**src/rtl/spi_pkg.sv**
```systemverilog
// Shared SPI definitions: readout FSM states, register-map address limits
// and the auto-increment rule for the address pointer.
package spi_pkg;

  localparam int unsigned ADDR_W           = 8;
  localparam int unsigned DATA_W           = 8;
  localparam int unsigned MIN_ADDR         = 1;
  localparam int unsigned MAX_ADDR         = 59;
  localparam int unsigned SPECIAL_REG_LAST = 3;

  typedef enum logic [1:0] {
    IDLE  = 2'd0,
    LOAD  = 2'd1,
    SHIFT = 2'd2
  } state_t;

  // Pointer auto-increment; anything at or beyond the top of the map wraps to lo.
  function automatic logic [ADDR_W-1:0] addr_next(input logic [ADDR_W-1:0] p,
                                                  input int unsigned       lo,
                                                  input int unsigned       hi);
    if (32'(p) >= hi) begin
      return lo[ADDR_W-1:0];
    end
    return p + 1'b1;
  endfunction

endpackage

```
**src/rtl/spi_readout_shifter_piso_shift8.sv**
```systemverilog
// Loadable parallel-in/serial-out register with bit counter. The MSB of the
// shift register is the serial line itself, so the line is always registered.
module piso_shift8 #(
  parameter int unsigned DATA_W = 8
) (
  input  logic              sclk,
  input  logic              rstn,
  input  logic              clear_i,
  input  logic              load_i,
  input  logic              shift_i,
  input  logic [DATA_W-1:0] load_data_i,
  output logic              ser_o,
  output logic              last_bit_o
);

  localparam int unsigned CNT_W = $clog2(DATA_W);

  logic [DATA_W-1:0] shreg_q, shreg_d;
  logic [CNT_W-1:0]  bit_cnt_q, bit_cnt_d;

  always_comb begin
    // NOTE: every target gets its hold value first, so no path through the
    // block leaves it unassigned and no latch is inferred.
    shreg_d   = shreg_q;
    bit_cnt_d = bit_cnt_q;
    if (clear_i) begin
      shreg_d   = '0;
      bit_cnt_d = '0;
    end else if (load_i) begin
      shreg_d   = load_data_i;
      bit_cnt_d = CNT_W'(DATA_W - 1);
    end else if (shift_i) begin
      shreg_d   = {shreg_q[DATA_W-2:0], 1'b0};
      bit_cnt_d = bit_cnt_q - 1'b1;
    end
  end

  // NOTE: state registers use non-blocking assignments so every flop samples
  // the pre-edge value of every other flop, independent of block ordering.
  always_ff @(posedge sclk or negedge rstn) begin
    if (!rstn) begin
      shreg_q   <= '0;
      bit_cnt_q <= '0;
    end else begin
      shreg_q   <= shreg_d;
      bit_cnt_q <= bit_cnt_d;
    end
  end

  assign ser_o      = shreg_q[DATA_W-1];
  assign last_bit_o = (bit_cnt_q == '0);

endmodule

```
**src/rtl/spi_readout_shifter.sv**
```systemverilog
// SPI transmit path: fetches register-map bytes through an auto-incrementing
// pointer and serializes them MSB-first, back-to-back, one bit per sclk.
module spi_readout_shifter #(
  parameter int unsigned ADDR_W   = spi_pkg::ADDR_W,
  parameter int unsigned DATA_W   = spi_pkg::DATA_W,
  parameter int unsigned MIN_ADDR = spi_pkg::MIN_ADDR,
  parameter int unsigned MAX_ADDR = spi_pkg::MAX_ADDR
) (
  input  logic              sclk,
  input  logic              rstn,
  input  logic              rd_req,
  input  logic [ADDR_W-1:0] rd_start_addr,
  input  logic [7:0]        rd_len,
  input  logic              abort,
  input  logic [DATA_W-1:0] rd_data,
  output logic [ADDR_W-1:0] rd_ptr,
  output logic              serial_out,
  output logic              busy,
  output logic              byte_done,
  output logic              done
);

  import spi_pkg::*;

  state_t            state_q, state_d;
  logic [ADDR_W-1:0] rd_ptr_q, rd_ptr_d;
  logic [7:0]        len_q, len_d;
  logic [7:0]        byte_cnt_q, byte_cnt_d;
  logic              byte_done_q, byte_done_d;
  logic              done_q, done_d;

  logic              piso_clear;
  logic              piso_load;
  logic              piso_shift;
  logic              piso_last;
  logic              ptr_in_range;
  logic [DATA_W-1:0] sel_data;

  // Addresses outside the readable window transmit zeros.
  assign ptr_in_range = (32'(rd_ptr_q) >= MIN_ADDR) && (32'(rd_ptr_q) <= MAX_ADDR);
  assign sel_data     = ptr_in_range ? rd_data : '0;

  always_comb begin
    state_d     = state_q;
    rd_ptr_d    = rd_ptr_q;
    len_d       = len_q;
    byte_cnt_d  = byte_cnt_q;
    byte_done_d = 1'b0;
    done_d      = 1'b0;
    piso_clear  = 1'b0;
    piso_load   = 1'b0;
    piso_shift  = 1'b0;

    if (abort) begin
      state_d    = IDLE;
      piso_clear = 1'b1;
    end else begin
      unique case (state_q)
        IDLE: begin
          piso_clear = 1'b1;
          if (rd_req) begin
            rd_ptr_d   = rd_start_addr;
            len_d      = rd_len;
            byte_cnt_d = '0;
            state_d    = LOAD;
          end
        end
        LOAD: begin
          piso_load = 1'b1;
          rd_ptr_d  = addr_next(rd_ptr_q, MIN_ADDR, MAX_ADDR);
          state_d   = SHIFT;
        end
        SHIFT: begin
          if (!piso_last) begin
            piso_shift = 1'b1;
          end else begin
            byte_done_d = 1'b1;
            byte_cnt_d  = byte_cnt_q + 8'd1;
            // A zero length means stream until aborted; the counter just wraps.
            if ((len_q != 8'd0) && (byte_cnt_q + 8'd1 == len_q)) begin
              state_d    = IDLE;
              piso_clear = 1'b1;
              done_d     = 1'b1;
            end else begin
              piso_load = 1'b1;
              rd_ptr_d  = addr_next(rd_ptr_q, MIN_ADDR, MAX_ADDR);
            end
          end
        end
        default: begin
          state_d    = IDLE;
          piso_clear = 1'b1;
        end
      endcase
    end
  end

  always_ff @(posedge sclk or negedge rstn) begin
    if (!rstn) begin
      state_q     <= IDLE;
      rd_ptr_q    <= ADDR_W'(MIN_ADDR);
      len_q       <= '0;
      byte_cnt_q  <= '0;
      byte_done_q <= 1'b0;
      done_q      <= 1'b0;
    end else begin
      state_q     <= state_d;
      rd_ptr_q    <= rd_ptr_d;
      len_q       <= len_d;
      byte_cnt_q  <= byte_cnt_d;
      byte_done_q <= byte_done_d;
      done_q      <= done_d;
    end
  end

  piso_shift8 #(
    .DATA_W (DATA_W)
  ) u_piso (
    .sclk        (sclk),
    .rstn        (rstn),
    .clear_i     (piso_clear),
    .load_i      (piso_load),
    .shift_i     (piso_shift),
    .load_data_i (sel_data),
    .ser_o       (serial_out),
    .last_bit_o  (piso_last)
  );

  assign rd_ptr    = rd_ptr_q;
  assign busy      = (state_q != IDLE);
  assign byte_done = byte_done_q;
  assign done      = done_q;

endmodule

```
**config.mk**
```make
export PLATFORM = sky130hd
export DESIGN_NAME = spi_readout_shifter
export DESIGN_NICKNAME = d
export VERILOG_FILES = /design/src/rtl/spi_pkg.sv /design/src/rtl/spi_readout_shifter_piso_shift8.sv /design/src/rtl/spi_readout_shifter.sv
export SDC_FILE = /design/constraint.sdc
export NUM_CORES = 1
export LEC_CHECK = 0
export CORE_MARGIN = 8
export CORE_UTILIZATION = 58
export DETAILED_ROUTE_END_ITERATION = 7
export MAX_ROUTING_LAYER = met4
export PLACE_DENSITY = 0.86
export SLEW_MARGIN = 20
export SYNTH_ARGS = -nofsm -noshare
export SYNTH_HDL_FRONTEND = slang
export SYNTH_HIERARCHICAL = 1
export SYNTH_SLANG_ARGS = --single-unit
```
**constraint.sdc**
```tcl
create_clock -name sclk -period 4.9 [get_ports sclk]
set_input_delay 0.98 -clock sclk [delete_from_list [all_inputs] [get_ports sclk]]
set_output_delay 0.98 -clock sclk [all_outputs]
set_load 0.05 [all_outputs]
```
### Word-level counts from Yosys, hierarchy flattened

Index checks and enable logic that the tools add are counted.

| storage, ports and cells | value |
|---|---|
| bits in registers | 39 |
| input bits | 28 |
| output and inout port bits | 12 |

| cells by class | value |
|---|---|
| add/sub/neg operators | 3 |
| $lt $le $gt $ge | 3 |
| eq/ne operators | 9 |
| multiplexer cells | 45 |
| bitwise logic cells | 1 |
| reductions and logical operators | 13 |

Operators with widths:

| operator | count |
|---|---|
| $mux 8 | 12 |
| $pmux 8 s3 | 1 |
| $mux 1 | 21 |
| $add 8x1->8 const B | 2 |
| $pmux 8 s2 | 1 |
| $mux 3 | 3 |
| $ne 3x3->1 const B | 3 |
| $eq 8x8->1 | 1 |
| $ge 8x1->1 const B | 1 |
| $ge 8x6->1 const B | 1 |
| $le 8x6->1 const B | 1 |
| $mux 2 | 4 |
| $reduce_bool 8->1 | 1 |
| $ne 2x2->1 const B | 3 |
| $pmux 2 s3 | 1 |
| $reduce_and 3->1 | 2 |
| $reduce_bool 3->1 | 2 |
| $reduce_and 5->1 | 1 |
| $pmux 1 s2 | 2 |
| $reduce_and 4->1 | 1 |
| $reduce_bool 2->1 | 2 |
| $logic_not 3->1 | 1 |
| $sub 3x1->3 const B | 1 |
| $eq 2x1->1 const B | 1 |
| other kinds (4) | 5 |

### Logic depth before layout (Yosys ltp)

| depth | value |
|---|---|
| word-level depth | 11 |
| gate-level depth with buffers | 11 |

### Modules after synthesis

The synthesis kept the hierarchy.

Modules (own cells, without submodules):

| module | instances | cells an instance | area each (um^2) | seq. area each (um^2) |
|---|---|---|---|---|
| spi_readout_shifter | 1 | 197 | 1895.6 | 701.9 |
| piso_shift8 | 1 | 52 | 595.6 | 275.3 |

### Worst setup path before layout

No wires, ideal clock.

| timing path | value |
|---|---|
| path type | reg-to-reg |
| from | reg byte_cnt_q[0] |
| to | reg u_piso.shreg_q[0] |
| setup time | 0.078 ns |
| data arrival time | 2.807 ns |
| slack | 2.015 ns |
| cell stages (with the launch flop) | 12 |
| path buffers | 2 |
| cells stage by stage | dfrtp_1 ha_1 xor2_1 a211oi_1 nand3_2 or4_4 buf_6 a31oi_1 nor3_1 buf_6 or3b_1 a21oi_1 |

| on the way | value |
|---|---|
| cells in the longest elaborated chain, start to end | 9 |

Ends and longest elaborated chain:

| item | RTL line | source |
|---|---|---|
| start, declared | spi_readout_shifter.sv:28 | `logic [7:0] byte_cnt_q, byte_cnt_d;` |
| start signal, assigned | spi_readout_shifter.sv:110 | `byte_cnt_q <= byte_cnt_d;` |
| $add 8x1->8 (*) | spi_readout_shifter.sv:80 | `if ((len_q != 8'd0) && (byte_cnt_q + 8'd1 == len_q)) begin` |
| $eq 8x8->1 (*) | spi_readout_shifter.sv:80 |  |
| $logic_and 1x1->1 (*) | spi_readout_shifter.sv:80 |  |
| $mux 1 (*) | spi_readout_shifter.sv:80 |  |
| $mux 1 (*) | spi_readout_shifter.sv:74 | `if (!piso_last) begin` |
| $pmux 1 s2 (*) | spi_readout_shifter.sv:58 | `unique case (state_q)` |
| $mux 1 (*) | spi_readout_shifter.sv:54 | `if (abort) begin` |
| net piso_load | spi_readout_shifter.sv:33 | `logic piso_load;` |
| $mux 8 | spi_readout_shifter_piso_shift8.sv:29 | `end else if (load_i) begin` |
| $mux 8 | spi_readout_shifter_piso_shift8.sv:26 | `if (clear_i) begin` |
| end signal, assigned | spi_readout_shifter_piso_shift8.sv:45 | `shreg_q <= shreg_d;` |
| end, declared | spi_readout_shifter_piso_shift8.sv:18 | `logic [DATA_W-1:0] shreg_q, shreg_d;` |

Mark *: on every way through the listed nets, which the timed path passes. The rest lies on a longest branch.
A chain may end at the register's enable or synchronous reset.

### Worst setup path after layout

| timing path | value |
|---|---|
| from | reg byte_cnt_q[0] |
| to | reg u_piso.shreg_q[1] |

The elaborated chain is that of the path after synthesis.

==> impl_metrics.yaml <==
die:
  rows: 24
  io_pins: 40
  core-area_um2: 4230
  die_w_um: 81.5
  die_y_um: 81.5
  die_area_um2: 6650
  initial_core_util_pct: 58.8
timing:
  final_hold_viol_count: 0
  finalMaxSlewViolations: 0
  tightest_slew_ns: 1.07
  grt_setup_unrepaired: "false"
  fin_ws_ns: 1.46
  timing.slew.headroom_pct: 28.6
  finalSetupViolCount: 0
  max_freq_ghz: 0.291
  finalCritPeriodShare_pct: 70.2
  setup-tns-final_ns: 0
  skew_ns: 0.00658
  min_period_ns: 3.44
cts:
  cts_buffer_depth: 2
  h-tree-depth: 2
  clkLatencyLatePin_ns: 0.29
  ctsRootBufferMaster: "clkbuf_8"
  cts_buffers: 5
  cts_hold_repair.buffers: 0
  cts.sinks: 39
  post_cts_buffers: 0
  cts_resized: 0
  cts_tree: "built"
  clkTransAtPathRegs_ns: 0.08
placement:
  dp_hpwl_um: 3770
  dp_slack_ns: 1.62
  place_congestion: 0.847
  portBuffers: 39
  dp.cells: 330
logic_synthesis:
  synth-seq-cells: 39
  ys_seq_area_share_pct: 39.2
  synth_edf_count: 0
  postSynthCellCount: 249
  syn_area_per_cell_um2: 10.0
  yosysTopAreaCell: "dfrtp_1"
  synth.most_common_cell: "dfrtp_1"
  yosys_warnings: 6
  synthFlopType: "dfrtp_1"
  synth.area.top_cells: "dfrtp_1 38%, ha_1 5.5%, mux2_2 5.0%, mux2i_1 4.0%, a211oi_1 2.7%"
  netlist_area_um2: 2490
  synth_top_area_share_pct: 38.2
  syn-num-nets: 288
  synthTopCellsByCount: "38 x dfrtp_1, 15 x nor2_1, 14 x inv_1, 12 x o21ai_0"
  async_flop_share_pct: 100
  ys_types: 60
pwr:
  p_per_area_nw_per_um2: 494
  peakVddDrop_v: 0.000321
  clock_power_share_pct: 14.6
  seq_power_share_pct: 35.2
  intPower_mw: 0.804
  power_switching_mw: 0.658
  power.total_mw: 1.46
  comb_power_share_pct: 50.2
  leakage_nw: 1.18
  swShare_pct: 45.0
critical_path:
  crit_path_start_kind: "flop"
  slowest_delay_ns: 0.67
  ff2ff_setup_slack_ns: 1.46
  cp.required_ns: 5.09
  end_kind: "flop"
  crit_fanout: 10
  crit_chain: "ha_1 > nand3_1 > or4_1 > o211ai_2 > or4_4 > a31oi_1 > nor3_1 > inv_1 > a211oi_1"
  worstSetupPathType: "flop to flop"
  worst-endpoint-arrival_ns: 3.63
  crit_slowest_cell: "nor3_1"
grt:
  grt_use_total_pct: 17.3
  first_global_vias: 1957
  grt_start_max_net_pins: 40
  grt_pass1_wl_um: 8910
  antenna_found_initial: 0
  grt-ovfl-total: 0
routing:
  via_per_inst: 5.86
  initialDrtViolationCount: 182
  drc: 0
  drtPass1Iterations: 4
  wl_per_cell_um: 15.6
  via_count: 1982
  wl_um: 5260
  ant_nets: 0
status:
  outcome: "finished, final reports clean"
layout:
  fillerInstances: 340
  final_core_util_pct: 69.9
  syn2layout_area_growth_pct: 18.8
  drive_above_1_share_pct: 12.9
  layout.nets: 324
  antennaDiodeCount: 0
  final_cell_count_no_fill: 338
min_path:
  hp-class: "flop to flop"
run:
  cap_viol_max_count: 0
==> area by class of cell <==
type | instances | area [µm²] | share of cell area [%]
inverters | 14 | 52.6 | 1.78
flip-flops and latches | 39 | 977 | 33.0
well taps | 52 | 65.1 | 2.20
clock buffers | 7 | 76.3 | 2.58
multi-input cells | 186 | 1400 | 47.2
repair buffers | 39 | 385 | 13.0
clock inverters | 1 | 5.00 | 0.169
==> worst max-delay path, delay by kind of cell (launching register included) <==
family / cells / cell delay [ns]
AO/OA/AOI/OAI: 3 / 0.54
buffers and inverters: 1 / 0.37
adder cells (fa/ha/maj): 1 / 0.30
AND/OR/NAND/NOR: 4 / 1.67
flip-flops: 1 / 0.47
==> kinds of logic after synthesis <==
| group | share of synthesized area [%] |
|---|---|
| and+or+nand+nor | 22.0 |
| AOI/OAI and AO/OA | 16.1 |
| DFF | 39.2 |
| buffers and inverters | 4.67 |
| muxes | 8.99 |
| adders and majority gates | 5.52 |
| xor gates and xnor gates | 3.52 |
==> path summary, 6_finish.rpt <==
| kind | start | cells past startpoint | end |
|---|---|---|---|
| setup / recovery | byte_cnt_q[0]$_DFFE_PN0P_ | 9 | u_piso/shreg_q[1]$_DFFE_PN0P_ |
| hold / removal | byte_cnt_q[7]$_DFFE_PN0P_ | 1 | byte_cnt_q[7]$_DFFE_PN0P_ |
| setup reg to reg | byte_cnt_q[0]$_DFFE_PN0P_ | 9 | u_piso/shreg_q[1]$_DFFE_PN0P_ |
| hold reg to reg | byte_cnt_q[7]$_DFFE_PN0P_ | 1 | byte_cnt_q[7]$_DFFE_PN0P_ |
| max in group asynchronous | rstn | 1 | rd_ptr[2]$_DFFE_PN0P_ |
| min in group asynchronous | rstn | 1 | len_q[4]$_DFFE_PN0P_ |
==> routing by layer <==
layer | vias up | track usage, % | share of wire (%)
li1 | 969 | - | -
met1 | 947 | 22.7 | 47
met2 | 56 | 25.5 | 45
met3 | 10 | 3.61 | 5.5
met4 | 0 | 6.96 | 1.7
met5 | - | - | 0
==> registers in the layout (all words and copies together) (netlist names) <==
name              cells
byte_cnt_q            8
len_q                 8
rd_ptr                8
u_piso/shreg_q        8
u_piso/bit_cnt_q      3
state_q               2
byte_done             1
done                  1
==> power groups by stage <==
stage	registers, mW	logic (mW)	clock network [mW]
global route	0.530	0.800	0.232
detailed placement	0.519	0.733	0
finish	0.515	0.733	0.213
floorplan	0.598	0.447	0
global placement	0.514	0.716	0
CTS	0.514	0.738	0.215
==> per-stage QoR <==
stage	hold slack [ns]	instance area, µm²
detailed placement	0.514	2880
floorplan	0.474	2490
finish	0.529	2960
CTS	0.528	2960
global placement	0.495	2880
global route	0.556	2960
==> layout by cell type, fill, tap and decap left out, types with 2 or more instances in the layout <==
cell type,n
mux2_2,11
xor2_1,4
o2111ai_1,2
o21ai_1,2
clkbuf_8,5
nand2_1,11
nand4_1,2
nand3b_1,3
nor2_1,15
o31ai_1,2
ha_1,11
nor3_1,4
a211oi_1,9
a31oi_1,3
and3_1,4
or3_1,2
nand3_1,6
inv_1,14
dfrtp_1,38
o21ai_0,12
nand2b_1,10
nor4_1,2
o41ai_1,2
nand3_2,2
and2_1,8
a32oi_1,2
nor2b_1,3
clkbuf_1,2
clkdlybuf4s50_1,38
xnor2_1,6
mux2i_1,10
a21oi_1,5
nor2b_2,7
(Power assumes the default switching activity.)
